===== src/rtl/param_pipe_adder_tree_pkg.sv =====
// param_pipe_adder_tree_pkg: width helpers and saturation bounds shared by the adder tree.
package param_pipe_adder_tree_pkg;
    localparam int MAX_W = 128;
    function automatic int clog2(input int n);
        int r = 0;
        while ((1 << r) < n) r++;
        return r;
    endfunction
    function automatic int level_n(input int n, input int k);
        int r = n;
        for (int i = 0; i < k; i++) r = (r + 1) / 2;
        return r;
    endfunction
    function automatic int sum_w(input int dw, input int n);
        return dw + clog2(n);
    endfunction
    // Bounds are two's-complement in MAX_W bits so one signed compare covers both modes.
    function automatic logic [MAX_W-1:0] sat_hi(input int w, input logic sgn);
        return sgn ? (MAX_W'(1) << (w - 1)) - MAX_W'(1) : (MAX_W'(1) << w) - MAX_W'(1);
    endfunction
    function automatic logic [MAX_W-1:0] sat_lo(input int w, input logic sgn);
        return sgn ? MAX_W'(0) - (MAX_W'(1) << (w - 1)) : MAX_W'(0);
    endfunction
endpackage


===== src/rtl/param_pipe_adder_tree_if.sv =====
// param_pipe_adder_tree_if: operand input and narrowed-sum output handshakes.
interface param_pipe_adder_tree_if #(
    parameter int DATA_WIDTH = 32,
    parameter int NUM_INPUTS = 9,
    parameter int OUT_WIDTH = 32
);
    logic [NUM_INPUTS*DATA_WIDTH-1:0] in_data;
    logic in_valid;
    logic in_ready;
    logic [OUT_WIDTH-1:0] out_data;
    logic out_overflow;
    logic out_valid;
    logic out_ready;
    modport master (
        output in_data, in_valid, out_ready,
        input in_ready, out_data, out_overflow, out_valid
    );
    modport slave (
        input in_data, in_valid, out_ready,
        output in_ready, out_data, out_overflow, out_valid
    );
endinterface


===== src/rtl/param_pipe_adder_tree_level.sv =====
// param_pipe_adder_tree_level: one registered tree level, pairwise add with odd pass-through.
module param_pipe_adder_tree_level #(
    parameter int N = 2,
    parameter int W = 8
) (
    input  logic clk,
    input  logic rst,
    input  logic en_i,
    input  logic valid_i,
    input  logic [N*W-1:0] data_i,
    output logic valid_o,
    output logic [((N+1)/2)*W-1:0] data_o
);
    localparam int M = (N + 1) / 2;
    logic [M*W-1:0] data_d, data_q;
    logic valid_q;
    for (genvar j = 0; j < M; j++) begin : g_pair
        if (2 * j + 1 < N) begin : g_add
            assign data_d[j*W +: W] = data_i[2*j*W +: W] + data_i[(2*j+1)*W +: W];
        end else begin : g_pass
            assign data_d[j*W +: W] = data_i[2*j*W +: W];
        end
    end
    always_ff @(posedge clk) begin
        if (rst) valid_q <= 1'b0;
        else if (en_i) valid_q <= valid_i;
        if (en_i) data_q <= data_d;
    end
    assign valid_o = valid_q;
    assign data_o = data_q;
endmodule


===== src/rtl/param_pipe_adder_tree.sv =====
// param_pipe_adder_tree: pipelined binary adder tree with global stall and
// truncating or saturating narrowing of the full-precision sum.
module param_pipe_adder_tree
    import param_pipe_adder_tree_pkg::*;
#(
    parameter int DATA_WIDTH = 32,
    parameter int NUM_INPUTS = 9,
    parameter int OUT_WIDTH = 32,
    parameter int SIGNED = 1,
    parameter int SATURATE = 0
) (
    input logic clk,
    input logic rst,
    param_pipe_adder_tree_if.slave bus
);
    localparam int LEVELS = clog2(NUM_INPUTS);
    localparam int SUM_W = sum_w(DATA_WIDTH, NUM_INPUTS);
    localparam logic [MAX_W-1:0] HI = sat_hi(OUT_WIDTH, SIGNED != 0);
    localparam logic [MAX_W-1:0] LO = sat_lo(OUT_WIDTH, SIGNED != 0);
    logic [NUM_INPUTS*SUM_W-1:0] ext;
    logic [SUM_W-1:0] tree_data;
    logic tree_valid, advance, over_hi, under_lo, ovf_d;
    logic out_valid_q, out_ovf_q;
    logic [MAX_W-1:0] sum_x;
    logic [OUT_WIDTH-1:0] out_data_d, out_data_q;
    assign advance = !out_valid_q || bus.out_ready;
    assign bus.in_ready = advance;
    for (genvar i = 0; i < NUM_INPUTS; i++) begin : g_ext
        if (SIGNED != 0) begin : g_s
            assign ext[i*SUM_W +: SUM_W] = SUM_W'($signed(bus.in_data[i*DATA_WIDTH +: DATA_WIDTH]));
        end else begin : g_u
            assign ext[i*SUM_W +: SUM_W] = SUM_W'(bus.in_data[i*DATA_WIDTH +: DATA_WIDTH]);
        end
    end
    if (LEVELS == 0) begin : g_flat
        assign tree_data = ext;
        assign tree_valid = bus.in_valid;
    end else begin : g_tree
        for (genvar k = 0; k < LEVELS; k++) begin : g_lvl
            localparam int NI = level_n(NUM_INPUTS, k);
            localparam int NO = level_n(NUM_INPUTS, k + 1);
            logic [NI*SUM_W-1:0] din;
            logic [NO*SUM_W-1:0] dout;
            logic vin, vout;
            if (k == 0) begin : g_head
                assign din = ext;
                assign vin = bus.in_valid;
            end else begin : g_link
                assign din = g_lvl[k-1].dout;
                assign vin = g_lvl[k-1].vout;
            end
            param_pipe_adder_tree_level #(.N(NI), .W(SUM_W)) u_level (
                .clk(clk), .rst(rst), .en_i(advance), .valid_i(vin),
                .data_i(din), .valid_o(vout), .data_o(dout)
            );
        end
        assign tree_data = g_lvl[LEVELS-1].dout;
        assign tree_valid = g_lvl[LEVELS-1].vout;
    end
    always_comb begin
        sum_x = (SIGNED != 0) ? MAX_W'($signed(tree_data)) : MAX_W'(tree_data);
        over_hi = $signed(sum_x) > $signed(HI);
        under_lo = $signed(sum_x) < $signed(LO);
        ovf_d = over_hi || under_lo;
        out_data_d = (SATURATE != 0 && ovf_d) ? (over_hi ? HI[OUT_WIDTH-1:0] : LO[OUT_WIDTH-1:0]) : sum_x[OUT_WIDTH-1:0];
    end
    always_ff @(posedge clk) begin
        if (rst) begin
            out_valid_q <= 1'b0;
            out_ovf_q <= 1'b0;
            out_data_q <= '0;
        end else if (advance) begin
            out_valid_q <= tree_valid;
            out_ovf_q <= ovf_d;
            out_data_q <= out_data_d;
        end
    end
    assign bus.out_valid = out_valid_q;
    assign bus.out_overflow = out_ovf_q;
    assign bus.out_data = out_data_q;
endmodule


===== src/flat_wrapper.sv =====
// flat-port wrapper written by rule: the top's interface ports become plain ports
module param_pipe_adder_tree_flat import param_pipe_adder_tree_pkg::*;
#(
    parameter int DATA_WIDTH = 32,
    parameter int NUM_INPUTS = 9,
    parameter int OUT_WIDTH = 32,
    parameter int SIGNED = 1,
    parameter int SATURATE = 0
)
  (clk, rst, bus_in_data, bus_in_valid, bus_out_ready, bus_in_ready, bus_out_data, bus_out_overflow, bus_out_valid);
  param_pipe_adder_tree_if #(.DATA_WIDTH(DATA_WIDTH), .NUM_INPUTS(NUM_INPUTS), .OUT_WIDTH(OUT_WIDTH)) bus_i ();
  input logic clk;
  input logic rst;
  input wire logic [$bits(bus_i.in_data)-1:0] bus_in_data;
  input wire logic [$bits(bus_i.in_valid)-1:0] bus_in_valid;
  input wire logic [$bits(bus_i.out_ready)-1:0] bus_out_ready;
  output wire logic [$bits(bus_i.in_ready)-1:0] bus_in_ready;
  output wire logic [$bits(bus_i.out_data)-1:0] bus_out_data;
  output wire logic [$bits(bus_i.out_overflow)-1:0] bus_out_overflow;
  output wire logic [$bits(bus_i.out_valid)-1:0] bus_out_valid;
  assign bus_i.in_data = bus_in_data;
  assign bus_i.in_valid = bus_in_valid;
  assign bus_i.out_ready = bus_out_ready;
  assign bus_in_ready = bus_i.in_ready;
  assign bus_out_data = bus_i.out_data;
  assign bus_out_overflow = bus_i.out_overflow;
  assign bus_out_valid = bus_i.out_valid;
  param_pipe_adder_tree #(.DATA_WIDTH(DATA_WIDTH), .NUM_INPUTS(NUM_INPUTS), .OUT_WIDTH(OUT_WIDTH), .SIGNED(SIGNED), .SATURATE(SATURATE)) u_core (.clk(clk), .rst(rst), .bus(bus_i));
endmodule

===== config.mk =====
export PLATFORM = sky130hd
export DESIGN_NAME = param_pipe_adder_tree_flat
export DESIGN_NICKNAME = d
export VERILOG_FILES = /design/src/rtl/param_pipe_adder_tree_pkg.sv /design/src/rtl/param_pipe_adder_tree_if.sv /design/src/rtl/param_pipe_adder_tree_level.sv /design/src/rtl/param_pipe_adder_tree.sv /design/src/flat_wrapper.sv
export SDC_FILE = /design/constraint.sdc
export NUM_CORES = 1
export LEC_CHECK = 0
export ABC_AREA = 1
export BUFFER_PORTS_ARGS = -buffer_cell sky130_fd_sc_hd__buf_2
export CAP_MARGIN = 20
export CELL_PAD_IN_SITES_DETAIL_PLACEMENT = 1
export CELL_PAD_IN_SITES_GLOBAL_PLACEMENT = 2
export CORE_ASPECT_RATIO = 0.8
export CORE_UTILIZATION = 37
export DETAILED_ROUTE_END_ITERATION = 16
export PLACE_DENSITY = 0.91
export SYNTH_ARGS = -nofsm -noshare
export SYNTH_HDL_FRONTEND = slang
export SYNTH_SLANG_ARGS = --single-unit

===== constraint.sdc =====
create_clock -name clk -period 21.7 [get_ports clk]
set_clock_uncertainty 0.2 [all_clocks]
set_input_delay 1.085 -clock clk [delete_from_list [all_inputs] [get_ports clk]]
set_output_delay 1.085 -clock clk [all_outputs]
set_load 0.01 [all_outputs]

Word level (Yosys, flattened, before mapping)
Cells that the tools add are included.

Flip-flop bits (word level): 422. Latch bits: 0. Memory bits (writable): 0. Memory bits (read-only): 0. Bits of input ports: 292. Word-level logic and storage cells: 24. Memories kept: 0.

$add $sub $neg: 8. Multipliers: 0. Divide/modulo/power cells: 0. $lt $le $gt $ge: 2. Equal/unequal tests: 0. Shifts and indexed selects: 0. Mux-type cells: 0. Bitwise gates (word level): 0. Reductions and logical operators: 3.

Operator list (number): 36-bit adder (4); 32-bit by 32-bit adder with 33-bit output (4); 36-bit by 32-bit greater-than comparator with 1-bit output, second input constant (1); 36-bit by 32-bit < comparator with 1-bit output, second input constant (1); 1-bit logical OR (2); 1-bit logical NOT (1).

Depth between registers and ports, before layout
Depth in word-level cells: 2. Mapped depth: 13. Mapped depth without buffers: 13.

Cells and area by module
From an unflattened synthesis, not the netlist that was laid out.

Cells, all modules: 4592. Area, all modules: 33185.6 sq um.

Modules (own cells, without submodules): param_pipe_adder_tree_level (u_core.g_tree.g_lvl[0].u_level) (instances 1, cells each 2195, area each 15358.5 sq um); param_pipe_adder_tree_level (u_core.g_tree.g_lvl[1].u_level) (instances 1, cells each 1117, area each 8293.0 sq um); param_pipe_adder_tree_level (u_core.g_tree.g_lvl[2].u_level) (instances 1, cells each 578, area each 4695.8 sq um); param_pipe_adder_tree_level (u_core.g_tree.g_lvl[3].u_level) (instances 1, cells each 542, area each 3597.2 sq um); param_pipe_adder_tree (instances 1, cells each 160, area each 1241.2 sq um).

Worst setup path after synthesis
Ideal clock, no wire load.

Path kind: input to output. From: in bus_out_ready. To: out bus_in_ready. Data arrival time: 11.664 ns. Required time: 20.415 ns. Path slack: 8.751 ns. Cell stages on the path: 4. Buffers on the path: 2. Cell sequence: nor2_1 -> buf_2 -> inv_1 -> clkbuf_1.

Cells in the longest elaborated chain, start to end: 1.

Ends and longest elaborated chain: start: declaration (RTL line flat_wrapper.sv:16) `input wire logic [$bits(bus_i.out_ready)-1:0] bus_out_ready;`; 1-bit logical OR (RTL line param_pipe_adder_tree.sv:26) `assign advance = !out_valid_q || bus.out_ready;`; end: declaration (RTL line flat_wrapper.sv:17) `output wire logic [$bits(bus_i.in_ready)-1:0] bus_in_ready;`.

Every way passes these cells.

Worst setup path in the final report
From: in bus_out_ready. To: reg u_core.g_tree.g_lvl[0].u_level.data_q[92], enable pin.

Cells in the longest elaborated chain, start to end: 1.

Ends and longest elaborated chain: 1-bit logical OR (RTL line param_pipe_adder_tree.sv:26); end signal: assignment (RTL line param_pipe_adder_tree_level.sv:27) `if (en_i) data_q <= data_d;`; end: declaration (RTL line param_pipe_adder_tree_level.sv:15) `logic [M*W-1:0] data_d, data_q;`.

Every way passes these cells. A chain may end at the register's enable or synchronous reset.

==> key figures <==
Global routing
  • Wire length of the first global-routing pass: roughly 160000 um
  • Vias in the first global route: between 20000 and 30000
  • Residual overflow from global routing: 0
  • Total global routing track utilization: a little under a quarter
  • Antenna violations before repair: 1
  • Largest net degree at the start of global routing: between 150 and 200

Layout
  • Multi-input combinational cell area: roughly 17000 um^2
  • Register Area: approximately 12000 um^2
  • Commonest non-fill, non-tap cell in the layout: sky130_fd_sc_hd__nand2_1
  • Area Overhead vs Synth: 14.7%
  • Total inserted antenna cells: 0
  • Leading cell types in the layout, fill and taps excluded: 1390 x sky130_fd_sc_hd__nand2_1, 641 x sky130_fd_sc_hd__inv_1, 463 x sky130_fd_sc_hd__nor2_1, 372 x sky130_fd_sc_hd__edfxtp_1, 326 x sky130_fd_sc_hd__buf_2
  • Number of filler instances in the final layout: 10500
  • Fraction of final layout cells sized beyond drive strength 1: ~11%
  • Final #Nets: ~5200

Worst setup path
  • Delay of the slowest cell on the worst path: approximately 0.86 ns
  • Worst Setup End Kind: register
  • Worst R2R End: u_core.g_tree.g_lvl[0].u_level.data_o[92]
  • Required time of the critical path: around 22 ns
  • Launching element type of the critical path: input port
  • Buffers plus inverters on the worst setup path: 5
  • Arrival time at the worst endpoint: around 3.8 ns
  • Register-to-register setup slack: around 18 ns
  • Kind of cell with the highest combined delay on the critical path: buffers and inverters
  • Maximum fanout encountered on the critical timing path: around 110
  • CP cell instances: buf_2 > nor2_2 > buf_4 > inv_8 > buf_4 > buf_4
  • Slowest-stage cell, CP: sky130_fd_sc_hd__buf_4
  • Depth of the critical timing path with buffers and inverters included: 6
  • Startpoint of the most critical register-to-register path: u_core.bus.out_valid
  • Worst setup startpoint: bus_out_ready
  • Crit-path most repeated cell: sky130_fd_sc_hd__buf_4
  • CP Class: input port to register
  • Number of cells on the worst reg-to-reg path: 6

CTS
  • CTS max path bufs: 3
  • Buffer type at the clock tree root: sky130_fd_sc_hd__clkbuf_16
  • Insertion delay to the later sink of the worst-skew pair: approximately 0.59 ns
  • CTS Buf Count: between 40 and 50
  • Clock sink count: about 400
  • Clock transition at the registers of the reported paths: ~0.060 ns
  • Total of hold buffers inserted after clock tree synthesis: 0
  • Number of buffers inserted to repair setup after CTS: 0
  • Number of instances resized during post-cts repair: 0
  • Maximum level of the CTS H-tree: 2
  • CTS tree: built

Hold path
  • Count of cells along the worst hold path: 0
  • Tightest Hold Check Type: register to register
  • Hold-critical path endpoint: u_core.g_tree.g_lvl[1].u_level.data_o[95]
  • Min-Delay Startpoint: u_core.g_tree.g_lvl[0].u_level.data_o[167]

Timing
  • Final Cycle Share: around 18%
  • Final hold violations: 0
  • Setup repair after global routing missed its margin: false
  • Worst slew slack as a fraction of its limit: around 33%
  • Max-slew violation count: 0
  • Max Freq: 262 MHz
  • Count of final setup violators: 0
  • Setup ws final: ~18 ns
  • Tightest Pin Transition: between 0.9 and 1 ns
  • Aggregate negative setup slack: 0 ns
  • Final Critical Period: approximately 3.8 ns

Floorplan
  • Width of the die: 325 um
  • Die area: 84700 um^2
  • Height of the die: 261 um
  • IO Pins: between 300 and 400
  • FP Rows: between 90 and 100
  • Core footprint: approximately 80000 um^2
  • Initial core utilization: between 30% and 40%

Route
  • DR DRC count: 0
  • Antenna Nets Post-Route: 0
  • Vias: 28600
  • Initial drt markers: between 1000 and 1500
  • Router iterations before antenna repair: 5
  • Final routed wirelength across all metal layers: around 100000 um
  • Via density per instance: about 5
  • Routed length per instance: between 15 and 20 um

Place
  • Dpl ws: 17.23 ns
  • Placer's final routability congestion estimate: between 0.8 and 0.9
  • Number of input and output port buffers inserted: approximately 330
  • DP Wirelength: about 84000 um

Status
  • Run status: complete, no violations

Power
  • Static Leak: between 0.015 and 0.02 uW
  • P per Cell Area: approximately 120 nW/um^2
  • Power, Total: 4200 uW
  • Worst vdd ir: 0.0000622 V

Synth
  • Total nets after synthesis: around 4800
  • Post-synthesis sequential element count: 410
  • Synth warnings: 0
  • Number of library cell types mapped by synthesis: 31
  • Average cell area after synthesis: ~7.3 um^2
  • Portion of the post-synthesis area used by sequential elements: ~39%
  • Gate count of the mapped netlist: 4230
  • Netlist Area Pre-Place: 30900 um^2

Run
  • Max Cap Viol: 0
## worst max-delay path by stage
stage	slack (ns)	to
2_1_floorplan	8.75	bus_in_ready
3_3_place_gp	17.39	u_core.g_tree.g_lvl[0].u_level.data_o[93]
3_5_place_dp	17.23	u_core.g_tree.g_lvl[0].u_level.data_o[96]
4_1_cts	17.84	u_core.g_tree.g_lvl[0].u_level.data_o[92]
5_1_grt	17.65	u_core.g_tree.g_lvl[0].u_level.data_o[98]
6_report	17.89	u_core.g_tree.g_lvl[0].u_level.data_o[92]
## registers in the layout, indices dropped and copies added (netlist names)
signal / cells
u_core.g_tree.g_lvl.u_level.data_o: 372
u_core.bus.out_data: 32
u_core.bus.out_overflow: 1
u_core.g_tree.g_lvl.u_level.valid_o: 4
u_core.bus.out_valid: 1
## cells in the mapped netlist
cell type | n | area, um^2
sky130_fd_sc_hd__a21boi_0 | 3 | 22.5
sky130_fd_sc_hd__a21o_1 | 16 | 120
sky130_fd_sc_hd__a21oi_1 | 280 | 1400
sky130_fd_sc_hd__a21oi_2 | 4 | 35.0
sky130_fd_sc_hd__a31oi_1 | 12 | 75.1
sky130_fd_sc_hd__buf_2 | 3 | 15.0
sky130_fd_sc_hd__clkbuf_1 | 8 | 30.0
sky130_fd_sc_hd__dfxtp_1 | 38 | 761
sky130_fd_sc_hd__edfxtp_1 | 372 | 11200
sky130_fd_sc_hd__fa_1 | 8 | 160
sky130_fd_sc_hd__ha_1 | 264 | 3300
sky130_fd_sc_hd__inv_1 | 642 | 2410
sky130_fd_sc_hd__inv_2 | 3 | 11.3
sky130_fd_sc_hd__nand2_1 | 1390 | 5220
sky130_fd_sc_hd__nand2_2 | 63 | 394
sky130_fd_sc_hd__nand2b_1 | 4 | 25.0
sky130_fd_sc_hd__nand3_1 | 166 | 831
sky130_fd_sc_hd__nand3_2 | 17 | 170
sky130_fd_sc_hd__nand4_1 | 47 | 294
sky130_fd_sc_hd__nor2_1 | 464 | 1740
sky130_fd_sc_hd__nor2_2 | 11 | 68.8
sky130_fd_sc_hd__nor2_4 | 2 | 22.5
sky130_fd_sc_hd__nor3_1 | 59 | 295
sky130_fd_sc_hd__nor3_2 | 3 | 30.0
sky130_fd_sc_hd__nor4_1 | 2 | 12.5
sky130_fd_sc_hd__o21a_1 | 2 | 15.0
sky130_fd_sc_hd__o21ai_0 | 194 | 971
sky130_fd_sc_hd__o21bai_1 | 20 | 150
sky130_fd_sc_hd__o22ai_1 | 1 | 6.26
sky130_fd_sc_hd__xnor2_1 | 12 | 105
sky130_fd_sc_hd__xor2_1 | 120 | 1050
## cells by family (layout without fill, tap and decap cells)
logic type                 count (synthesis)  after routing  share of synthesized area (%)
and+or+nand+nor                         2228           2228                           29.4
AOI/OAI and AO/OA                        532            532                           9.05
DFF                                      410            410                           38.6
adders and majority gates                272            272                           11.2
buffers and inverters                    656           1056                           7.98
xor gates and xnor gates                 132            132                           3.74
## per-layer routing
layer,wire length (um),vias up,track usage (%)
li1,-,14500,-
met3,3320,109,2.03
met2,45600,471,39.1
met4,1720,2,4.64
met1,48400,13500,32.3
met5,13,-,0
## cell type report
cell class,instances,area share (%)
Inverter,645,6.85
Tap cell,1104,3.90
Clock buffer,59,3.52
Clock inverter,22,0.776
Multi-Input combinational cell,3164,46.6
Timing Repair Buffer,330,4.72
Sequential cell,410,33.6
## where the power goes
group / leakage [uW] / internal [uW] / switching [uW] / total (uW)
combinational: 0.0133 / 677 / 1400 / 2080
sequential: 0.00428 / 1200 / 128 / 1330
clock: 0.000735 / 468 / 326 / 794
## stage by stage
step | std cells | hold WS (ns) | cell area (um^2) | util [%]
6_report | 5734 | 0.216 | 35500 | 43.0
5_1_grt | 5734 | 0.219 | 35500 | 43.0
4_1_cts | 5734 | 0.218 | 35500 | 43.0
3_5_place_dp | 5653 | 0.205 | 33900 | 41.2
3_3_place_gp | 5653 | 0.203 | 33900 | 41.2
2_1_floorplan | 4230 | 0.200 | 30900 | -
Power figures use the tool's default switching activity.
